==> src/rtl/am2909_seq_ctl.sv <==
// Next-address control for cascaded Am2909 slices: decodes the microinstruction
// sequence field into sequencer controls and tracks loop-counter and stack depth.
module am2909_seq_ctl #(
    parameter int CNT_W       = 8,
    parameter int STACK_DEPTH = 4
) (
    input  logic             CP,
    input  logic             RST,
    input  logic [3:0]       I,
    input  logic             CCEN,
    input  logic             CC,
    input  logic [CNT_W-1:0] CNT_D,
    output logic [1:0]       S,
    output logic             FE,
    output logic             PUP,
    output logic             ZERO,
    output logic             RE,
    output logic             OE,
    output logic             CNT_ZERO,
    output logic             FULL,
    output logic             EMPTY,
    output logic             OVF,
    output logic             UNF
);
    localparam int DW = $clog2(STACK_DEPTH + 1);
    localparam logic [DW-1:0] DMAX = DW'(STACK_DEPTH);

    localparam logic [1:0] SRC_UPC = 2'b00;
    localparam logic [1:0] SRC_AR  = 2'b01;
    localparam logic [1:0] SRC_STK = 2'b10;
    localparam logic [1:0] SRC_D   = 2'b11;

    logic [CNT_W-1:0] cnt_q, cnt_d;
    logic [DW-1:0]    depth_q, depth_d;
    logic             ovf_q, ovf_d, unf_q, unf_d;

    logic       pass, cnt_nz;
    logic       push, pop, load, dec, clr;
    logic [1:0] s_dec;
    logic       zero_dec, re_dec;

    assign pass     = ~CCEN | CC;
    assign cnt_nz   = |cnt_q;
    assign CNT_ZERO = ~cnt_nz;
    assign FULL     = (depth_q == DMAX);
    assign EMPTY    = (depth_q == '0);
    assign OVF      = ovf_q;
    assign UNF      = unf_q;
    assign OE       = 1'b0;

    always_comb begin
        s_dec    = SRC_UPC;
        zero_dec = 1'b1;
        re_dec   = 1'b1;
        push     = 1'b0;
        pop      = 1'b0;
        load     = 1'b0;
        dec      = 1'b0;
        clr      = 1'b0;
        unique case (I)
            4'd0:  begin zero_dec = 1'b0; clr = 1'b1; end
            4'd2:  s_dec = SRC_D;
            4'd3:  if (pass) s_dec = SRC_D;
            4'd4:  if (pass) begin s_dec = SRC_D; push = 1'b1; end
            4'd5:  if (pass) begin s_dec = SRC_STK; pop = 1'b1; end
            4'd6:  load = 1'b1;
            4'd7:  if (cnt_nz) begin s_dec = SRC_D; dec = 1'b1; end
            4'd8:  begin push = 1'b1; load = pass; end
            4'd9:  if (cnt_nz) begin s_dec = SRC_STK; dec = 1'b1; end
                   else pop = 1'b1;
            4'd10: re_dec = 1'b0;
            4'd11: if (pass) s_dec = SRC_AR;
            default: ;
        endcase
    end

    // A pop at EMPTY keeps FE high so the sequencer's stack pointer is not disturbed.
    always_comb begin
        S    = s_dec;
        FE   = ~(push | (pop & ~EMPTY));
        PUP  = push;
        ZERO = zero_dec;
        RE   = re_dec;
        if (RST) begin
            S    = SRC_UPC;
            FE   = 1'b1;
            PUP  = 1'b0;
            ZERO = 1'b0;
            RE   = 1'b1;
        end
    end

    always_comb begin
        cnt_d   = cnt_q;
        depth_d = depth_q;
        ovf_d   = ovf_q;
        unf_d   = unf_q;
        if (load)     cnt_d = CNT_D;
        else if (dec) cnt_d = cnt_q - 1'b1;
        if (clr) depth_d = '0;
        else if (push) begin
            if (FULL) ovf_d = 1'b1;
            else      depth_d = depth_q + 1'b1;
        end else if (pop) begin
            if (EMPTY) unf_d = 1'b1;
            else       depth_d = depth_q - 1'b1;
        end
    end

    always_ff @(posedge CP or posedge RST) begin
        if (RST) begin
            cnt_q   <= '0;
            depth_q <= '0;
            ovf_q   <= 1'b0;
            unf_q   <= 1'b0;
        end else begin
            cnt_q   <= cnt_d;
            depth_q <= depth_d;
            ovf_q   <= ovf_d;
            unf_q   <= unf_d;
        end
    end
endmodule

==> config.mk <==
export PLATFORM = sky130hd
export DESIGN_NAME = am2909_seq_ctl
export DESIGN_NICKNAME = d
export VERILOG_FILES = /design/src/rtl/am2909_seq_ctl.sv
export SDC_FILE = /design/constraint.sdc
export NUM_CORES = 1
export LEC_CHECK = 0
export CORE_MARGIN = 4
export CORE_UTILIZATION = 23
export CTS_CLUSTER_DIAMETER = 60
export DETAILED_ROUTE_END_ITERATION = 16
export GPL_TIMING_DRIVEN = 1
export MAX_ROUTING_LAYER = met4
export SYNTH_ARGS = -nofsm -noshare
export SYNTH_HDL_FRONTEND = slang
export SYNTH_SLANG_ARGS = --single-unit
==> constraint.sdc <==
create_clock -name CP -period 3.03 [get_ports CP]
set_input_delay 0.4545 -clock CP [delete_from_list [all_inputs] [get_ports CP]]
set_output_delay 0.4545 -clock CP [all_outputs]
set_load 0.005 [all_outputs]
* Word level (Yosys, flattened, before mapping)
Index checks and enable logic that the tools add are counted.
W data, S select, Z words.
** Storage, ports and cells
- Bits in read-only memories :: 0
- Register bits :: 13
- Bits in writable memories :: 0
- Input bits :: 16
- Memories :: 0
- Latch bits :: 0
** Cells by class
- Mux-type cells :: 28
- Bitwise logic cells :: 9
- Eq/ne operators :: 13
- Multipliers :: 0
- Order comparisons :: 0
- $add $sub $neg :: 3
- Reduce and logical (&&, ||, !) cells :: 10
- Divide/modulo/power cells :: 0
- Shift operators :: 0
** Operator list (number)
- $eq A4 B3 Y1 const B :: 4
- $eq A4 B4 Y1 const B :: 4
- $mux W8 :: 2
- $mux W3 :: 5
- $mux W1 :: 12
- $pmux W2 S6 :: 1
- $mux W2 :: 5
- $eq A4 B2 Y1 const B :: 2
- $reduce_or A8 Y1 :: 1
- $sub A8 B1 Y8 const B :: 1
- $not A1 Y1 :: 6
- $pmux W1 S2 :: 3
- $reduce_and A3 Y1 :: 2
- $logic_not A4 Y1 :: 1
- $reduce_and A4 Y1 :: 1
- $reduce_or A2 Y1 :: 2
- $add A3 B1 Y3 const B :: 1
- $eq A3 B3 Y1 const B :: 1
- $logic_not A3 Y1 :: 1
- $ne A3 B1 Y1 const B :: 1
- $ne A3 B2 Y1 const B :: 1
- $reduce_bool A3 Y1 :: 1
- $sub A3 B1 Y3 const B :: 1
- $or A1 B1 Y1 :: 2
- other kinds (2) :: 2

* Longest topological paths before layout
- Word-level depth :: 8
- Depth in mapped cells :: 10
- Gate-level depth less buffers :: 9

* Worst setup path after synthesis
OpenSTA, ideal clock, no wires.
- Path kind :: register to output
- From :: register cnt_q[4]
- To :: output S[1]
- Stages on the path, launching flop included :: 6
- Slack :: 1030 ps
- Data required time :: 2575 ps
- Path buffers :: 0
- Arrival time :: 1545 ps
- Cells stage by stage :: dfrtp_1 or3_4 nor4_4 nor2_1 a21oi_1 a21oi_1
** Between the ends
- Word-level cells in the longest chain between the ends :: 4
- Elaborated cells on any way between the ends :: 5
- Classes of those cells :: mux: 4; reduce/logical: 1
** RTL lines
- from (decl) :: line 33 : logic [CNT_W-1:0] cnt_q, cnt_d;
- from (signal assigned) :: line 117 : cnt_q <= cnt_d;
- $reduce_or A8 Y1 * :: line 43 : assign cnt_nz = |cnt_q;
- $mux W2, on equally long branches :: line 69, 67
- $pmux W2 S6 * :: line 60 : unique case (I)
- $mux W2 * :: line 84 : if (RST) begin
- to (decl) :: line 13 : output logic [1:0] S,
Mark *: on every way between the ends. The rest lies on a longest branch, timed or not.

* Worst setup path in the final report
- From :: input I[2]
- To :: output S[1]
** Between the ends
- Word-level cells in the longest chain between the ends :: 4
- Elaborated cells on any way between the ends :: 10
- Classes of those cells :: eq/ne: 7; mux: 2; reduce/logical: 1
** RTL lines
- from (decl) :: line 9 : input logic [3:0] I,
- $eq A4 B3 Y1 / $eq A4 B2 Y1 (equally long branches) :: line 60
- $reduce_or A2 Y1 (no source line)
- $pmux W2 S6 * :: line 60
- $mux W2 * :: line 84
Marks and branches as above.

==> flow_metrics.env <==
export IMPL_yosys_area_top_type="dfrtp_1"
export IMPL_cts_root_buf="clkbuf_8"
export IMPL_yosysWarningCount=0
export IMPL_synth_area_leaders="dfrtp_1, a21oi_1, nor2_1"
export IMPL_cp_endpoint="S[1]"
export IMPL_ant_nets=0
export IMPL_endpoint_kind="output pin"
export IMPL_maxCapViolCount=0
export IMPL_max_slew_margin=0.6451
export IMPL_startpoint="I[2]"
export IMPL_cts_tree="done"
export IMPL_skew_ps=5.041
export IMPL_grt_use_total=0.1062
export IMPL_setup_viol_count_final=0
export IMPL_async_flop_share=1.000
export IMPL_finalNetCount=166
export IMPL_synth_cell_types=39
export IMPL_synth_top_area_frac=0.3351
export IMPL_place_inst=192
export IMPL_synth_edf_count=0
export IMPL_place_congestion=0.9065
export IMPL_core_sq_um=4029
export IMPL_p_seq_frac=0.391
export IMPL_path_clk_slew_ps=50
export IMPL_period_share=0.9643
export IMPL_syn_avg_cell_area_sq_um=8.443
export IMPL_drc=0
export IMPL_hp_class="register to register"
export IMPL_tightest_slew_ps=528.3
export IMPL_antenna_cells=0
export IMPL_grt_pass1_wl_mm=4.271
export IMPL_hpwl_mm=2.010
export IMPL_fin_tns_setup_ps=0
export IMPL_fillers=423
export IMPL_r2r_cells=5
export IMPL_grt_pass1_vias=923
export IMPL_yosys_area_share_adder=0.03866
export IMPL_fmax_mhz=342.3
export IMPL_slew_violations=0
export IMPL_critPathRequiredTime_ps=2580
export IMPL_p_switching_mw=0.2907
export IMPL_die_h_um=72.97
export IMPL_firstDrtPassIters=4
export IMPL_critPathLaunchType="input pin"
export IMPL_ir_worst_vdd_mv=0.1856
export IMPL_ys_ff_latch=13
export IMPL_wire_per_inst_um=12.79
export IMPL_clock_path_buffers=2
export IMPL_grt_setup_unrepaired="no"
export IMPL_layout_cells_non_filler=196
export IMPL_crit_path_max_fanout=10
export IMPL_ctsHoldBuffers=0
export IMPL_synthSimpleGateAreaFrac=0.2874
export IMPL_power_leakage_nw=0.5245
export IMPL_timing_hold_ws_ps=479.6
export IMPL_synth_compound_area_share=0.2088
export IMPL_arrival_ps=2470
export IMPL_pwr_share_clk=0.187
export IMPL_cts_sinks=13
export IMPL_via_per_inst=4.781
export IMPL_syn_to_final_growth_pct=40.08
export IMPL_timing_rr_start="cnt_q[4]"
export IMPL_worstSetupPathType="input pin to output pin"
export IMPL_grt_max_degree=11
export IMPL_finalCriticalPeriod_ps=2922
export IMPL_rr_endpoint="depth_q[2]"
export IMPL_antenna_found_initial=0
export IMPL_power_mw=0.8255
export IMPL_synth_area_sq_um=970.9
export IMPL_outcome="finished, final reports clean"
export IMPL_power_frac_comb=0.422
export IMPL_h_tree_depth=1
export IMPL_num_vias=937
export IMPL_num_rows=23
export IMPL_worst_skew_pair_late_latency_ps=240
export IMPL_die_x_um=72.97
export IMPL_ff2ff_setup_slack_ps=1050
export IMPL_drt_iter0_drc=68
export IMPL_hold_viol=0
export IMPL_p_int_mw=0.5348
export IMPL_drive_above_1_share=0.1027
export IMPL_synth_mux_area_frac=0.02191
export IMPL_swShare=0.3522
export IMPL_synth_commonest_cells="nor2_1, a21oi_1, dfrtp_1"
export IMPL_io_pin_count=28
export IMPL_routed_wl_mm=2.506
export IMPL_grt_overflow=0
export IMPL_synth_top_family_by_area="simple AND/OR/NAND/NOR gates"
export IMPL_powerDensity_nw_per_um2=607.0
export IMPL_numPortBuffers=26
export IMPL_synth_nets=134
export IMPL_synthCells=115
export IMPL_synth_most_common_cell="nor2_1"
export IMPL_synthXorXnorAreaFrac=0.06314
export IMPL_cts_buffers=3
export IMPL_start_util=0.2410
export IMPL_synth_flop_cell="dfrtp_1"
export IMPL_die_area_sq_um=5325
export IMPL_post_cts_setup_buffers=0
export IMPL_ys_seq_area_frac=0.3351
==> power groups by stage <==
stage	registers, mW	logic [mW]	clock network, mW
floorplan	0.309	0.216	0
global placement	0.319	0.341	0
detailed placement	0.325	0.350	0
CTS	0.323	0.354	0.157
global route	0.338	0.392	0.166
finish	0.323	0.348	0.154
==> metal layers <==
layer	vias up	track usage	wire length (um)
li1	472	-	-
met3	2	0.03857	196
met4	0	0.04303	36
met2	22	0.1543	1155
met5	-	-	0
met1	441	0.1331	1118
==> area by class of cell <==
class                      count  area [sq um]  share of cell area
multi-input combinational     93         610.6              0.4489
inverter                       5         18.77             0.01380
sequential                    13         325.3              0.2392
clock buffer                   4         45.04             0.03312
timing repair buffer          31         297.8              0.2190
tap                           50         62.56             0.04600
==> critical path: stages <==
cell and delay, ps:
clkdlybuf4s50_1 670, and3b_1 260, o21ai_1 150, nor2_1 190, a21oi_1 80, a21oi_1 150, clkdlybuf4s50_1 510
==> flip-flops by register name, indices dropped and copies added (netlist names) <==
name / cells
cnt_q: 8
depth_q: 3
OVF: 1
UNF: 1
==> stage by stage <==
step | setup slack (ps) | util | area [sq um]
floorplan | 1030 | - | 970.9
global placement | 188.7 | 0.3252 | 1310
detailed placement | 145.6 | 0.3252 | 1310
CTS | 124.9 | 0.3363 | 1355
global route | 17.91 | 0.3376 | 1360
finish | 108.2 | 0.3376 | 1360
==> worst min-delay path by stage <==
| stage | cells past startpoint | end | startpoint |
|---|---|---|---|
| 4_1_cts | 1 | OVF | OVF |
| 3_5_place_dp | 1 | OVF | OVF |
| 2_1_floorplan | 1 | OVF | RST |
| 3_3_place_gp | 1 | OVF | OVF |
| 5_1_grt | 1 | OVF | OVF |
| 6_report | 1 | OVF | OVF |
==> timing repair <==
item	in CTS	in global routing
setup endpoints to repair	0	1
resized for setup	0	1
hold endpoints to repair	0	0
==> placed cells by master (no fill, tap or decap), drive strengths merged, types with 4 or more instances in the layout <==
cell	count
nor2	15
clkbuf	4
nand3	4
inv	5
nand2	4
dfrtp	13
nor3	6
nand2b	7
buf	5
a21oi	14
o21ai	6
xnor2	6
clkdlybuf4s50	26
==> kinds of logic (layout without fill, tap and decap cells) <==
logic type / after synthesis / count (layout)
mux: 2 / 2
xor+xnor: 7 / 7
compound gates: 31 / 31
flops: 13 / 13
other cells: 1 / 1
simple gates: 49 / 49
fa+ha+maj: 3 / 3
buf+inv: 9 / 40
No activity file was read; power rests on OpenSTA's default activity.
==> variant: new RTL, same settings <==
The parameter `CNT_W` goes from 8 to 7.
--- a/src/rtl/am2909_seq_ctl.sv
+++ b/src/rtl/am2909_seq_ctl.sv
@@ -1,7 +1,7 @@
 // Next-address control for cascaded Am2909 slices: decodes the microinstruction
 // sequence field into sequencer controls and tracks loop-counter and stack depth.
 module am2909_seq_ctl #(
-    parameter int CNT_W       = 8,
+    parameter int CNT_W       = 7,
     parameter int STACK_DEPTH = 4
 ) (
     input  logic             CP,
Ports: changed (resized CNT_D); port bits go from 28 to 27. No check against the original RTL was run, so the function may have changed too.
==> variant against the unedited design <==
Sequential cell count is 1 lower. Combinational power grew 20%. Clock power increased by 16%. Setup slack better by 0.027 ns. Total power up 9.5%. Final area rose by 5.1%. Area after synthesis increased by 7.1%. Routed wire length increased by 4.8%. Non-clock buffer count increased by 1. Critical path type unchanged.
==> variant: results <==
export IMPL_drt_iter0_markers=62
export IMPL_cp_startpoint="CCEN"
export IMPL_ys_top_cells_by_count="nor2_1, dfrtp_1, o21ai_0, nand2_1"
export IMPL_nets=180
export IMPL_met3_usage=0.03204
export IMPL_synthTopCellsByArea="dfrtp_1, nor2_1, o21ai_0, nor3_1, ha_1"
export IMPL_netlist_cell_type_count=43
export IMPL_synth_xor_xnor_area_share=0.03369
export IMPL_yosysSeqAreaShare=0.2888
export IMPL_place_inst=209
export IMPL_holdPathEnd="UNF"
export IMPL_use_met2=0.1750
export IMPL_grt_pass1_vias=1010
export IMPL_routed_wl_um=2627
export IMPL_ir_drop_mv=0.2850
export IMPL_grt_max_degree=17
export IMPL_critPathArrivalTime_ns=2.44
export IMPL_synthAdderAreaFrac=0.03610
export IMPL_gp_congestion=0.8012
export IMPL_status="completed"
export IMPL_syn_area_per_cell_um2=7.877
export IMPL_hpwl_um=2087
export IMPL_ff2ff_setup_slack_ns=0.98
export IMPL_synth_compound_area_share=0.2515
export IMPL_synth_nets=150
export IMPL_wl_per_cell_um=12.33
export IMPL_final_layout_size_suffix_gt1_frac=0.1304
export IMPL_vias_per_cell=4.850
export IMPL_reg_largest_list="cnt_q: 7 flops, depth_q: 3 flops"
export IMPL_cellLeakagePower_nw=0.5579
variant: through the flow:
step                      cell area, µm²  setup slack, ns
final                               1429           0.1350
after detailed placement            1374           0.1448
after global placement              1374           0.1699
after floorplan                     1040           0.7361
after CTS                           1429           0.1353
after global routing                1429         0.001310
variant: worst max-delay path, cell delays in order:
cell and delay [ns]:
clkdlybuf4s50_1 0.47, nor2b_1 0.34, nor2_1 0.20, o311ai_4 0.32, nor2_4 0.08, nand2_1 0.07, clkdlybuf4s50_1 0.51
variant: layout make-up:
class / instances / area, µm²
Clock buffer: 4 / 55.05
Sequential cell: 12 / 300.3
Timing Repair Buffer: 32 / 302.8
Inverter: 8 / 30.03
Multi-Input combinational cell: 105 / 675.6
Tap cell: 52 / 65.06
Fill cell: 453 / 2925
variant: per-layer routing:
metal | share of wire | wire (µm)
met5 | 0 | 0
met4 | 0.0076 | 20
met3 | 0.053 | 139
met2 | 0.49 | 1276
met1 | 0.45 | 1191
